==> src/rtl/z16_pkg.sv <==
// Shared Z16 encoder definitions: opcodes, error codes, FSM states, tuple type.
// Latency: n/a (types, constants and pure helper functions only).
// Backpressure: n/a.
package z16_pkg;

    // Opcode map. 0x0-0x8 are three-register ALU forms.
    localparam logic [3:0] OP_LI  = 4'h9;   // load immediate, 8-bit imm
    localparam logic [3:0] OP_LD  = 4'hA;   // load, 4-bit offset
    localparam logic [3:0] OP_ST  = 4'hB;   // store, 4-bit offset in rd slot
    localparam logic [3:0] OP_BR0 = 4'hC;   // branch, 4-bit offset
    localparam logic [3:0] OP_BR1 = 4'hD;   // branch, 4-bit offset
    localparam logic [3:0] OP_BR2 = 4'hE;   // compare-branch, 8-bit offset, 2-bit regs
    localparam logic [3:0] OP_BR3 = 4'hF;   // compare-branch, 8-bit offset, 2-bit regs

    localparam logic [1:0] ERR_NONE      = 2'd0;
    localparam logic [1:0] ERR_IMM_RANGE = 2'd1;
    localparam logic [1:0] ERR_REG_RANGE = 2'd2;

    typedef enum logic [1:0] {
        ST_IDLE  = 2'd0,
        ST_RUN   = 2'd1,
        ST_DRAIN = 2'd2,
        ST_DONE  = 2'd3
    } state_t;

    typedef struct packed {
        logic [3:0]  opcode;
        logic [3:0]  rd;
        logic [3:0]  rs1;
        logic [3:0]  rs2;
        logic [15:0] imm;
    } tuple_t;

    // True when imm equals the sign extension of its low 8 bits.
    function automatic logic imm_fits8(input logic [15:0] imm);
        return imm[15:7] == {9{imm[7]}};
    endfunction

    // True when imm equals the sign extension of its low 4 bits.
    function automatic logic imm_fits4(input logic [15:0] imm);
        return imm[15:3] == {13{imm[3]}};
    endfunction

endpackage

==> src/rtl/z16_instr_encoder_if.sv <==
// Z16 encoder bus: program control, field-tuple handshake, memory write port, status.
// Latency: n/a (wires only).
// Backpressure: o_ready on tuples, i_mem_ready on memory writes.
// Ports: slave = encoder view, master = driver/memory/monitor view.
interface z16_instr_encoder_if;
    logic        i_start;
    logic [15:0] i_base_addr;
    logic        i_valid;
    logic        o_ready;
    logic        i_last;
    logic [3:0]  i_opcode;
    logic [3:0]  i_rd;
    logic [3:0]  i_rs1;
    logic [3:0]  i_rs2;
    logic [15:0] i_imm;
    logic        o_mem_wen;
    logic [15:0] o_mem_addr;
    logic [15:0] o_mem_wdata;
    logic        i_mem_ready;
    logic        o_err;
    logic [1:0]  o_err_code;
    logic        o_busy;
    logic        o_done;
    logic [15:0] o_count;

    modport slave (
        input  i_start, i_base_addr, i_valid, i_last,
        input  i_opcode, i_rd, i_rs1, i_rs2, i_imm, i_mem_ready,
        output o_ready, o_mem_wen, o_mem_addr, o_mem_wdata,
        output o_err, o_err_code, o_busy, o_done, o_count
    );

    modport master (
        output i_start, i_base_addr, i_valid, i_last,
        output i_opcode, i_rd, i_rs1, i_rs2, i_imm, i_mem_ready,
        input  o_ready, o_mem_wen, o_mem_addr, o_mem_wdata,
        input  o_err, o_err_code, o_busy, o_done, o_count
    );
endinterface

==> src/rtl/z16_instr_pack.sv <==
// Packs one field tuple into a 16-bit Z16 instruction word and range-checks it.
// Latency: combinational.
// Backpressure: none.
// Ports: tuple in (opcode/rd/rs1/rs2/imm); word out; err_code out (ERR_NONE when legal).
module z16_instr_pack
    import z16_pkg::*;
(
    input  tuple_t      tuple,
    output logic [15:0] word,
    output logic [1:0]  err_code
);

    always_comb begin
        word     = {tuple.rs2, tuple.rs1, tuple.rd, tuple.opcode};
        err_code = ERR_NONE;
        case (tuple.opcode)
            OP_LI: begin
                word = {tuple.imm[7:0], tuple.rd, tuple.opcode};
                if (!imm_fits8(tuple.imm)) err_code = ERR_IMM_RANGE;
            end
            OP_LD, OP_BR0, OP_BR1: begin
                word = {tuple.imm[3:0], tuple.rs1, tuple.rd, tuple.opcode};
                if (!imm_fits4(tuple.imm)) err_code = ERR_IMM_RANGE;
            end
            OP_ST: begin
                word = {tuple.rs2, tuple.rs1, tuple.imm[3:0], tuple.opcode};
                if (!imm_fits4(tuple.imm)) err_code = ERR_IMM_RANGE;
            end
            OP_BR2, OP_BR3: begin
                // Only two bits per register fit; immediate error wins over register error.
                word = {tuple.imm[7:0], tuple.rs2[1:0], tuple.rs1[1:0], tuple.opcode};
                if (!imm_fits8(tuple.imm))
                    err_code = ERR_IMM_RANGE;
                else if ((tuple.rs1 > 4'd3) || (tuple.rs2 > 4'd3))
                    err_code = ERR_REG_RANGE;
            end
            default: ;
        endcase
    end

endmodule

==> src/rtl/z16_instr_encoder.sv <==
// Streams field tuples into packed Z16 words written to consecutive memory addresses.
// Latency: tuple accept -> o_mem_wen one cycle later (one-entry output stage).
// Backpressure: o_ready drops while the staged word waits on i_mem_ready; words never dropped.
// Ports: i_clk, i_rst_n (async active-low), bus (z16_instr_encoder_if.slave).
module z16_instr_encoder
    import z16_pkg::*;
(
    input  logic                  i_clk,
    input  logic                  i_rst_n,
    z16_instr_encoder_if.slave    bus
);

    state_t      state;
    logic        stage_vld;
    logic [15:0] addr_q;
    logic [15:0] wdata_q;
    logic [15:0] count_q;
    logic        err_q;
    logic [1:0]  err_code_q;
    logic        busy_q;
    logic        done_q;

    tuple_t      tuple;
    logic [15:0] pack_word;
    logic [1:0]  pack_err;
    logic        accept;
    logic        write_done;

    assign tuple = '{opcode: bus.i_opcode, rd: bus.i_rd, rs1: bus.i_rs1,
                     rs2: bus.i_rs2, imm: bus.i_imm};

    z16_instr_pack u_pack (
        .tuple    (tuple),
        .word     (pack_word),
        .err_code (pack_err)
    );

    // A new tuple may enter when the stage is empty or is being emptied this cycle.
    assign bus.o_ready = (state == ST_RUN) && (!stage_vld || bus.i_mem_ready);
    assign accept      = bus.i_valid && bus.o_ready;
    assign write_done  = stage_vld && bus.i_mem_ready;

    assign bus.o_mem_wen   = stage_vld;
    assign bus.o_mem_addr  = addr_q;
    assign bus.o_mem_wdata = wdata_q;
    assign bus.o_count     = count_q;
    assign bus.o_err       = err_q;
    assign bus.o_err_code  = err_code_q;
    assign bus.o_busy      = busy_q;
    assign bus.o_done      = done_q;

    always_ff @(posedge i_clk or negedge i_rst_n) begin
        if (!i_rst_n) begin
            state      <= ST_IDLE;
            stage_vld  <= 1'b0;
            addr_q     <= '0;
            wdata_q    <= '0;
            count_q    <= '0;
            err_q      <= 1'b0;
            err_code_q <= ERR_NONE;
            busy_q     <= 1'b0;
            done_q     <= 1'b0;
        end else begin
            err_q <= 1'b0;

            // addr_q always points at the staged word, or the next free slot.
            if (write_done) begin
                addr_q <= addr_q + 16'd1;
                if (count_q != 16'hFFFF) count_q <= count_q + 16'd1;
            end

            if (accept) begin
                if (pack_err != ERR_NONE) begin
                    err_q      <= 1'b1;
                    err_code_q <= pack_err;
                    stage_vld  <= 1'b0;
                end else begin
                    stage_vld <= 1'b1;
                    wdata_q   <= pack_word;
                end
            end else if (write_done) begin
                stage_vld <= 1'b0;
            end

            case (state)
                ST_IDLE: begin
                    if (bus.i_start) begin
                        state   <= ST_RUN;
                        busy_q  <= 1'b1;
                        addr_q  <= bus.i_base_addr;
                        count_q <= '0;
                    end
                end
                ST_RUN: begin
                    // A rejected final tuple still ends the program.
                    if (accept && bus.i_last) state <= ST_DRAIN;
                end
                ST_DRAIN: begin
                    if (!stage_vld || bus.i_mem_ready) begin
                        state  <= ST_DONE;
                        busy_q <= 1'b0;
                        done_q <= 1'b1;
                    end
                end
                default: begin
                    state  <= ST_IDLE;
                    done_q <= 1'b0;
                end
            endcase
        end
    end

endmodule

==> src/flat_wrapper.sv <==
// flat-port wrapper written by rule: the top's interface ports become plain ports
module z16_instr_encoder_flat import z16_pkg::*;
  (i_clk, i_rst_n, bus_i_start, bus_i_base_addr, bus_i_valid, bus_i_last, bus_i_opcode, bus_i_rd, bus_i_rs1, bus_i_rs2, bus_i_imm, bus_i_mem_ready, bus_o_ready, bus_o_mem_wen, bus_o_mem_addr, bus_o_mem_wdata, bus_o_err, bus_o_err_code, bus_o_busy, bus_o_done, bus_o_count);
  z16_instr_encoder_if bus_i ();
  input  logic i_clk;
  input  logic i_rst_n;
  input wire logic [$bits(bus_i.i_start)-1:0] bus_i_start;
  input wire logic [$bits(bus_i.i_base_addr)-1:0] bus_i_base_addr;
  input wire logic [$bits(bus_i.i_valid)-1:0] bus_i_valid;
  input wire logic [$bits(bus_i.i_last)-1:0] bus_i_last;
  input wire logic [$bits(bus_i.i_opcode)-1:0] bus_i_opcode;
  input wire logic [$bits(bus_i.i_rd)-1:0] bus_i_rd;
  input wire logic [$bits(bus_i.i_rs1)-1:0] bus_i_rs1;
  input wire logic [$bits(bus_i.i_rs2)-1:0] bus_i_rs2;
  input wire logic [$bits(bus_i.i_imm)-1:0] bus_i_imm;
  input wire logic [$bits(bus_i.i_mem_ready)-1:0] bus_i_mem_ready;
  output wire logic [$bits(bus_i.o_ready)-1:0] bus_o_ready;
  output wire logic [$bits(bus_i.o_mem_wen)-1:0] bus_o_mem_wen;
  output wire logic [$bits(bus_i.o_mem_addr)-1:0] bus_o_mem_addr;
  output wire logic [$bits(bus_i.o_mem_wdata)-1:0] bus_o_mem_wdata;
  output wire logic [$bits(bus_i.o_err)-1:0] bus_o_err;
  output wire logic [$bits(bus_i.o_err_code)-1:0] bus_o_err_code;
  output wire logic [$bits(bus_i.o_busy)-1:0] bus_o_busy;
  output wire logic [$bits(bus_i.o_done)-1:0] bus_o_done;
  output wire logic [$bits(bus_i.o_count)-1:0] bus_o_count;
  assign bus_i.i_start = bus_i_start;
  assign bus_i.i_base_addr = bus_i_base_addr;
  assign bus_i.i_valid = bus_i_valid;
  assign bus_i.i_last = bus_i_last;
  assign bus_i.i_opcode = bus_i_opcode;
  assign bus_i.i_rd = bus_i_rd;
  assign bus_i.i_rs1 = bus_i_rs1;
  assign bus_i.i_rs2 = bus_i_rs2;
  assign bus_i.i_imm = bus_i_imm;
  assign bus_i.i_mem_ready = bus_i_mem_ready;
  assign bus_o_ready = bus_i.o_ready;
  assign bus_o_mem_wen = bus_i.o_mem_wen;
  assign bus_o_mem_addr = bus_i.o_mem_addr;
  assign bus_o_mem_wdata = bus_i.o_mem_wdata;
  assign bus_o_err = bus_i.o_err;
  assign bus_o_err_code = bus_i.o_err_code;
  assign bus_o_busy = bus_i.o_busy;
  assign bus_o_done = bus_i.o_done;
  assign bus_o_count = bus_i.o_count;
  z16_instr_encoder u_core (.i_clk(i_clk), .i_rst_n(i_rst_n), .bus(bus_i));
endmodule
==> config.mk <==
export PLATFORM = sky130hd
export DESIGN_NAME = z16_instr_encoder_flat
export DESIGN_NICKNAME = d
export VERILOG_FILES = /design/src/rtl/z16_pkg.sv /design/src/rtl/z16_instr_encoder_if.sv /design/src/rtl/z16_instr_pack.sv /design/src/rtl/z16_instr_encoder.sv /design/src/flat_wrapper.sv
export SDC_FILE = /design/constraint.sdc
export NUM_CORES = 1
export LEC_CHECK = 0
export CORE_ASPECT_RATIO = 1.5
export CORE_UTILIZATION = 44
export CTS_CLUSTER_DIAMETER = 100
export CTS_CLUSTER_SIZE = 14
export DETAILED_ROUTE_END_ITERATION = 10
export PLACE_DENSITY = 0.79
export SLEW_MARGIN = 20
export SYNTH_ARGS = -nofsm -noshare
export SYNTH_HDL_FRONTEND = slang
export SYNTH_SLANG_ARGS = --single-unit
export TNS_END_PERCENT = 100
==> constraint.sdc <==
create_clock -name i_clk -period 3 [get_ports i_clk]
set_clock_uncertainty 0.15 [all_clocks]
set_input_delay 0.6 -clock i_clk [delete_from_list [all_inputs] [get_ports i_clk]]
set_output_delay 0.6 -clock i_clk [all_outputs]
set_load 0.01 [all_outputs]
# After elaboration in Yosys (flattened, before gate mapping)
# Cells that the tools add are included.
[word_totals]
out_inout_bits = 55
reg_bits = 56
word_cells = 77
inputBits = 54
[classes]
addsub = 2
eq_ne = 15
n_mux = 27
bitwise = 2
reduce_logical = 20
magnitude_cmp = 2
[op_table]
columns = ["op", "count"]
rows = [
  ["$mux W16", 7],
  ["$pmux W16 S4", 1],
  ["$add A16 B1 Y16 const B", 2],
  ["$eq A4 B4 Y1 const B", 7],
  ["$ne A16 B16 Y1 const B", 1],
  ["$eq A12 B12 Y1", 1],
  ["$pmux W2 S3", 2],
  ["$mux W1", 10],
  ["$mux W2", 5],
  ["$eq A8 B8 Y1", 1],
  ["$gt A4 B2 Y1 const B", 2],
  ["$reduce_and A2 Y1", 3],
  ["$reduce_and A3 Y1", 2],
  ["$reduce_bool A2 Y1", 3],
  ["$logic_and A1 B1 Y1", 4],
  ["$ne A2 B2 Y1 const B", 2],
  ["$pmux W1 S2", 2],
  ["$reduce_or A2 Y1", 2],
  ["$reduce_or A4 Y1", 1],
  ["$reduce_or A3 Y1", 1],
  ["$eq A2 B1 Y1 const B", 1],
  ["$eq A2 B2 Y1 const B", 1],
  ["$logic_not A2 Y1", 1],
  ["$logic_or A1 B1 Y1", 2],
  ["other kinds (3)", 4],
]

# Depth between registers and ports, before layout
# Gate-level depths: netlist of the first run.
[depth]
ltp_word = 8
depth_mapped = 7
mapped_depth_nobuf = 6

# Modules after synthesis
# Synthesis of the first run repeated with hierarchy kept, for this count alone.
[hier_totals]
cells_unflattened = 339
area_unflattened_um2 = 3208.1
[modules_own_cells]
columns = ["module", "instances", "cells_per_inst", "area_per_inst_um2", "seq_area_each_um2"]
rows = [
  ["z16_instr_encoder", 1, 281, 2802.7, 1401.3],
  ["z16_instr_pack", 1, 58, 405.4, 0.0],
]

# Worst setup path after synthesis of the first run
# OpenSTA, ideal clock, no wires.
[synth_path]
kind = "input to register"
from = "input port bus_i_imm[11]"
to = "register u_core.wdata_q[0], in the netlist u_core.bus.o_mem_wdata[0]"
n_path_buf = 1
stages = 6
setup_ns = 0.125
setup_slack_ns = 0.270
arrival_time_ns = 2.455
t_required_ns = 2.725
path_cell_list = "or4_1 > nor4_2 > nor3_1 > nor4b_4 > buf_8 > mux2_4"
[synth_via]
elab_chain_cells = 6
elab_cells_between_ends = 9
cone_classes = "eq/ne (2); mux (4); bitwise (1); reduce/logical (2)"
[synth_lines]
columns = ["element", "line_no", "source"]
rows = [
  ["start: declaration", "flat_wrapper.sv:15", "input wire logic [$bits(bus_i.i_imm)-1:0] bus_i_imm;"],
  ["$eq A12 B12 Y1 / $eq A8 B8 Y1 (equally long branches)", "z16_pkg.sv:41, z16_pkg.sv:36", ""],
  ["$mux W1 (tied with other cells)", "z16_instr_pack.sv:23, z16_instr_pack.sv:27", ""],
  ["$pmux W2 S3 (*)", "z16_instr_pack.sv:16", "case (tuple.opcode)"],
  ["$reduce_bool A2 Y1 (*)", "z16_instr_encoder.sv:73", "if (pack_err != ERR_NONE) begin"],
  ["$not A1 Y1 (no source line) (*)", "--", ""],
  ["$reduce_and A2 Y1 (no source line) (*)", "--", ""],
  ["end signal: assignment", "z16_instr_encoder.sv:79", "wdata_q <= pack_word;"],
  ["end: declaration", "z16_instr_encoder.sv:16", "logic [15:0] wdata_q;"],
]
# Mark *: on every way between the ends. The rest lies on a longest branch, timed or not.
# A chain may end at the register's enable or synchronous reset.

# Worst setup path in the final report of the first run
[layout_path]
from = "input port bus_i_mem_ready"
to = "output port bus_o_ready"
[layout_via]
elab_chain_cells = 2
[layout_lines]
columns = ["element", "line_no", "source"]
rows = [
  ["start: declaration", "flat_wrapper.sv:16", "input wire logic [$bits(bus_i.i_mem_ready)-1:0] bus_i_mem_ready;"],
  ["$logic_or A1 B1 Y1", "z16_instr_encoder.sv:39", "assign bus.o_ready = (state == ST_RUN) && (!stage_vld || bus.i_mem_ready);"],
  ["$logic_and A1 B1 Y1", "z16_instr_encoder.sv:39", ""],
  ["end: declaration", "flat_wrapper.sv:17", "output wire logic [$bits(bus_i.o_ready)-1:0] bus_o_ready;"],
]
# No other way between the ends.

==> run_results.csv, run 1 <==
group,metric,value,unit
timing,tns,0,ns
flow_run,maxCapViolations,0,
setup_path,cp_max_fo,5,
synth,yosysMostFrequentCell,"dfrtp_1",
clock_tree,hold_buffers,0,
synth,yosys-top-cells-area,"dfrtp_1 (43%), o21ai_0 (4.3%), mux2_2 (4.1%)",
die,dieArea,7770,sq um
power_and_ir_drop,switching_share,33.7,%
setup_path,cpPeakStageDelay,0.54,ns
route,num_vias,2947,
timing,grt_setup_unrepaired,"no",
clock_tree,htreeDepth,2,
placement,globalplace.congestion,0.926,
synth,yosysWarningCount,0,
synth,async_flop_share,100,%
synth,syn_nets,395,
timing,timing.final.crit_share,92.2,%
synth,ys_ff_latch,56,
die,rows,38,
power_and_ir_drop,p_leak,0.00187,uW
global_route,grt_first_pass_wirelength,13100,microns
global_route,grt_pass1_vias,2863,
global_route,grt_max_degree,48,
clock_tree,cts_buffer_depth,2,
die,die_height,107,microns
synth,syn_area_per_cell,9.72,sq um
clock_tree,post_cts_buffers,0,
die,io_pins,109,
power_and_ir_drop,pwr-share-seq,40.2,%
cells_and_area,final_nets,514,
placement,port_buffers,108,
timing,setup_violations,0,
timing,tightest_slew,0.691,ns
route,wl_per_cell,14.1,microns
cells_and_area,areaGrowthSynthToFinish,41.0,%
synth,ys.flop_type,"dfrtp_1",
power_and_ir_drop,p_comb_share,47.2,%
clock_tree,cts_resized,0,
setup_path,critical_path_arrival,2.02,ns
power_and_ir_drop,power.density,670,nW/um^2
route,firstDrtPassIters,4,
power_and_ir_drop,fin_total_pwr,3090,uW
timing,period_needed,2.77,ns
setup_path,setup.worst_path.end_class,"output port",
clock_tree,cts.sinks,56,
synth,syn_inst,336,
setup_path,crit_chain,"clkdlybuf4s50_1, nand2b_1, and2_1, clkdlybuf4s50_1",
synth,ys_seq_area_share,42.9,%
setup_path,critPathBufInv,2,
route,ant_nets,0,
route,drc,0,
setup_path,critPathLaunchType,"input port",
route,avgViaCountPerCell,5.31,
timing,slew_headroom,53.9,%
synth,synth_top_area_share,42.9,%
clock_tree,clk_pin_slew,0.09,ns
power_and_ir_drop,p_int,2050,uW
setup_path,worstSetupPathType,"input port to output port",
die,initial_core_util,45.2,%
clock_tree,insertion_delay,0.31,ns
power_and_ir_drop,vdd_drop_max,0.423,mV
synth,synth_edf_count,0,
route,finalWirelength,7850,microns
global_route,grt-ovfl-total,0,
clock_tree,cts_buffers,5,
synth,synth_top_area_cell,"dfrtp_1",
cells_and_area,diodes,0,
run_status,status,"finished clean",
power_and_ir_drop,switchingPower,1040,uW
setup_path,critPathTopFamily,"buffers and inverters",
synth,synth_area,3260,sq um
synth,synth_cell_type_count,48,
power_and_ir_drop,clkPwrFrac,12.6,%
clock_tree,cts.root.buffer_cell,"clkbuf_8",
clock_tree,cts_tree,"done",
timing,drv_slew,0,
global_route,antenna_found_initial,0,
die,fp.coreArea,7230,sq um
timing,clock.fmax,0.361,GHz
timing,hold_violations,0,
setup_path,cp.required,2.25,ns
timing,whs,0.180,ns
global_route,grtUsageTotal,21.4,%
setup_path,cpMaxStageDelayCell,"clkdlybuf4s50_1",
route,drtIter0Drc,97,
die,chipWidth,72.3,microns
hold_path,hold_class,"input port to async pin",
synth,synth_top_cells_by_count,"dfrtp_1 (56), nand2_1 (32), o21ai_0 (28)",
setup_path,path_common_cell,"clkdlybuf4s50_1",
cells_and_area,drive_gt1_share,11.9,%
placement,hpwlAfterDp,6240,microns
-- path summary, 6_finish.rpt --
kind / start / to / slack [ns] / cells after the start
min in group i_clk: u_core.bus.o_err_code[1] / u_core.bus.o_err_code[1] / 0.35 / 1
max reg2reg: u_core.state[1] / u_core.bus.o_mem_wdata[9] / 0.80 / 7
min reg2reg: u_core.bus.o_err_code[1] / u_core.bus.o_err_code[1] / 0.35 / 1
max: bus_i_mem_ready / bus_o_ready / 0.23 / 4
max in group asynchronous: i_rst_n / u_core.bus.o_mem_addr[10] / 1.74 / 2
min: i_rst_n / u_core.bus.o_count[13] / 0.18 / 1
-- area by class of cell --
class | count | area (sq um)
well taps | 100 | 125
inverters | 10 | 37.5
fillers | 628 | 2620
multi-input cells | 256 | 1740
clock inverters | 1 | 5.00
clock buffers | 6 | 72.6
repair buffers | 126 | 1220
flip-flops and latches | 56 | 1400
-- metrics by stage --
| step | std cells | setup slack, ns | utilization (%) | cell area [sq um] |
|---|---|---|---|---|
| finish | 555 | 0.233 | 63.7 | 4600 |
| global route | 555 | 0.156 | 63.7 | 4600 |
| CTS | 555 | 0.219 | 63.7 | 4600 |
| detailed placement | 548 | -0.0984 | 62.6 | 4530 |
| global placement | 548 | -0.0127 | 62.6 | 4530 |
| floorplan | 336 | 0.270 | - | 3260 |
-- power groups by stage --
stage	Clock, uW	Combinational (uW)	Sequential, uW
after floorplan	0	615	1340
after global placement	0	1430	1250
after detailed placement	0	1470	1250
after CTS	405	1470	1240
after global routing	441	1590	1280
final	388	1460	1240
-- sequential cells by signal, summed over array words and instances (netlist names) --
| register | count |
|---|---|
| u_core.bus.o_done | 1 |
| u_core.bus.o_mem_wen | 1 |
| u_core.bus.o_count | 16 |
| u_core.bus.o_busy | 1 |
| u_core.bus.o_mem_addr | 16 |
| u_core.state | 2 |
| u_core.bus.o_err_code | 2 |
| u_core.bus.o_mem_wdata | 16 |
| u_core.bus.o_err | 1 |
-- logic make-up (layout without fill, tap and decap cells) --
kind of cell	count (synthesis)	count (layout)	synth area share [%]
adder cells (fa/ha/maj)	5	5	1.92
AND/OR/NAND/NOR	131	131	21.6
multiplexers	24	24	9.05
AO/OA/AOI/OAI	69	69	13.5
buffers and inverters	24	143	3.83
XOR/XNOR	27	27	7.24
flip-flops	56	56	42.9
-- routing by layer --
metal | track usage [%] | share of wire [%]
met2 | 39.4 | 53
met4 | 9.10 | 2.6
met5 | 0 | 0
met1 | 23.8 | 39
met3 | 3.56 | 4.8
-- layout by cell type (no fill, tap or decap), drive strengths merged, types with 10 or more instances in the layout --
| master | netlist | layout |
|---|---|---|
| buf | 6 | 19 |
| clkdlybuf4s50 | 0 | 107 |
| dfrtp | 56 | 56 |
| inv | 10 | 10 |
| mux2 | 20 | 20 |
| nand2 | 32 | 32 |
| nand3 | 12 | 12 |
| nor2 | 27 | 27 |
| nor3 | 10 | 10 |
| o21ai | 29 | 29 |
| xnor2 | 13 | 13 |
| xor2 | 14 | 14 |
Power figures use the tool's default switching activity.
==> run 2: changes to the inputs <==
Settings changed: PLACE_DENSITY 0.79 to 0.77.
==> run 2 against run 1 <==
Compared with the run above: total power grew 3.5%; utilization up 0.31 points; global-route usage increased by 0.64 points; cell area increased by 0.49%; via count is 1.8% higher; clock power is 24% higher; routed wire length grew 2.3%; cell count stayed put; die area did not move; sequential share of layout area decreased by 0.15 points; hold slack got worse by 0.067 ns.
==> run_results.csv, run 2 (synthesis results as in run 1) <==
group,metric,value,unit
route,finalWirelength,8030,microns
clock_tree,clk_pin_slew,0.10,ns
clock_tree,cts.root.buffer_cell,"clkbuf_8",
die,io_pins,109,
setup_path,critPathTopFamily,"simple AND/OR/NAND/NOR gates",
clock_tree,cts_buffer_depth,2,
setup_path,cpPeakStageDelay,0.58,ns
setup_path,cp_max_fo,17,
setup_path,critical_path_arrival,2.82,ns
setup_path,critPathBufInv,2,
placement,port_buffers,108,
global_route,grt_pass1_vias,2940,
run_status,status,"finished clean",
global_route,grtUsageTotal,22.1,%
timing,clock.fmax,0.361,GHz
die,die_height,107,microns
global_route,grt_first_pass_wirelength,13500,microns
setup_path,critPathLaunchType,"input port",
route,wl_per_cell,14.5,microns
die,rows,38,
route,num_vias,3001,
timing,slew_headroom,65.5,%
clock_tree,cts_buffers,5,
setup_path,r2r_end,"u_core.bus.o_mem_wdata[3]",
route,avgViaCountPerCell,5.41,
cells_and_area,areaGrowthSynthToFinish,41.7,%
setup_path,worstSetupPathType,"input port to flip-flop",
die,dieArea,7770,sq um
setup_path,r2r_cells,7,
clock_tree,insertion_delay,0.30,ns
timing,period_needed,2.77,ns
timing,whs,0.113,ns
power_and_ir_drop,power.density,690,nW/um^2
timing,grt_setup_unrepaired,"no",
clock_tree,cts.sinks,56,
route,drc,0,
setup_path,cpMaxStageDelayCell,"or4_1",
setup_path,r2r_start,"u_core.state[1]",
setup_path,cp-startpoint,"bus_i_imm[11]",
flow_run,maxCapViolations,0,
timing,setup_violations,0,
cells_and_area,mostFrequentLayoutCells,"clkdlybuf4s50_1 (107), dfrtp_1 (56), nand2_1 (32)",
setup_path,setup.worst_path.end_class,"flip-flop",
clock_tree,cts_tree,"done",
setup_path,cp.depth,7,
cells_and_area,drive_gt1_share,11.9,%
setup_path,r2r_slack,0.79,ns
placement,globalplace.congestion,0.895,
die,initial_core_util,45.2,%
power_and_ir_drop,vdd_drop_max,0.460,mV
clock_tree,htreeDepth,2,
global_route,grt_max_degree,48,
placement,hpwlAfterDp,6310,microns
clock_tree,post_cts_buffers,0,
cells_and_area,diodes,0,
clock_tree,cts_resized,0,
timing,tightest_slew,0.518,ns
power_and_ir_drop,fin_total_pwr,3190,uW
setup_path,crit_chain,"clkdlybuf4s50_1, or4_1, nor4_2, nor3_1, nor4b_4, buf_12, mux2_2",
timing,timing.final.crit_share,92.5,%
route,drtIter0Drc,79,
route,firstDrtPassIters,4,
timing,drv_slew,0,
hold_path,hold_class,"input port to async pin",
route,ant_nets,0,
power_and_ir_drop,p_leak,0.00188,uW
die,fp.coreArea,7230,sq um
timing,hold_violations,0,
die,chipWidth,72.3,microns
global_route,antenna_found_initial,0,
global_route,grt-ovfl-total,0,
cells_and_area,final_common_cell,"clkdlybuf4s50_1",
setup_path,crit_end,"u_core.bus.o_mem_wdata[3]",
setup_path,cp.required,3.05,ns
clock_tree,hold_buffers,0,
cells_and_area,final_nets,513,
## run 2: per-layer routing
| metal | part of all wire, % | GRT usage, % | vias to the layer above |
|---|---|---|---|
| li1 | - | - | 1442 |
| met1 | 41 | 25.8 | 1424 |
| met2 | 51 | 38.7 | 114 |
| met3 | 4.8 | 3.37 | 21 |
| met4 | 3.4 | 10.8 | 0 |
| met5 | 0 | 0 | - |
## run 2: final cells by class
class,instances,area [sq um]
timing repair buffer,125,1220
fill,639,2600
multi-input combinational,256,1740
clock inverter,2,35.0
clock buffer,6,72.6
inverter,10,37.5
tap,100,125
sequential,56,1400
## run 2: report_power, final
| group | internal [uW] | total (uW) | switching, uW | leakage (uW) |
|---|---|---|---|---|
| combinational | 865 | 1460 | 593 | 0.00111 |
| sequential | 1020 | 1250 | 232 | 0.000711 |
| clock | 248 | 482 | 234 | 0.0000552 |
| total | 2130 | 3190 | 1060 | 0.00188 |
## run 2: how the worst min path moves through the flow
stage | from | endpoint | slack (ns)
floorplan | i_rst_n | u_core.bus.o_busy | 0.15
global placement | u_core.bus.o_err_code[1] | u_core.bus.o_err_code[1] | 0.32
detailed placement | u_core.bus.o_err_code[1] | u_core.bus.o_err_code[1] | 0.32
CTS | i_rst_n | u_core.bus.o_mem_wdata[7] | 0.12
global route | i_rst_n | u_core.bus.o_mem_wen | 0.13
finish | i_rst_n | u_core.bus.o_count[15] | 0.11
## run 2: through the flow
step	std cells	area, sq um	utilization, %	setup TNS, ns	setup slack, ns
floorplan	336	3260	-	0	0.270
global placement	547	4520	62.5	-0.0807	-0.0120
detailed placement	547	4520	62.5	-1.24	-0.108
CTS	555	4630	64.0	0	0.227
global route	555	4630	64.0	0	0.143
finish	555	4630	64.0	0	0.226
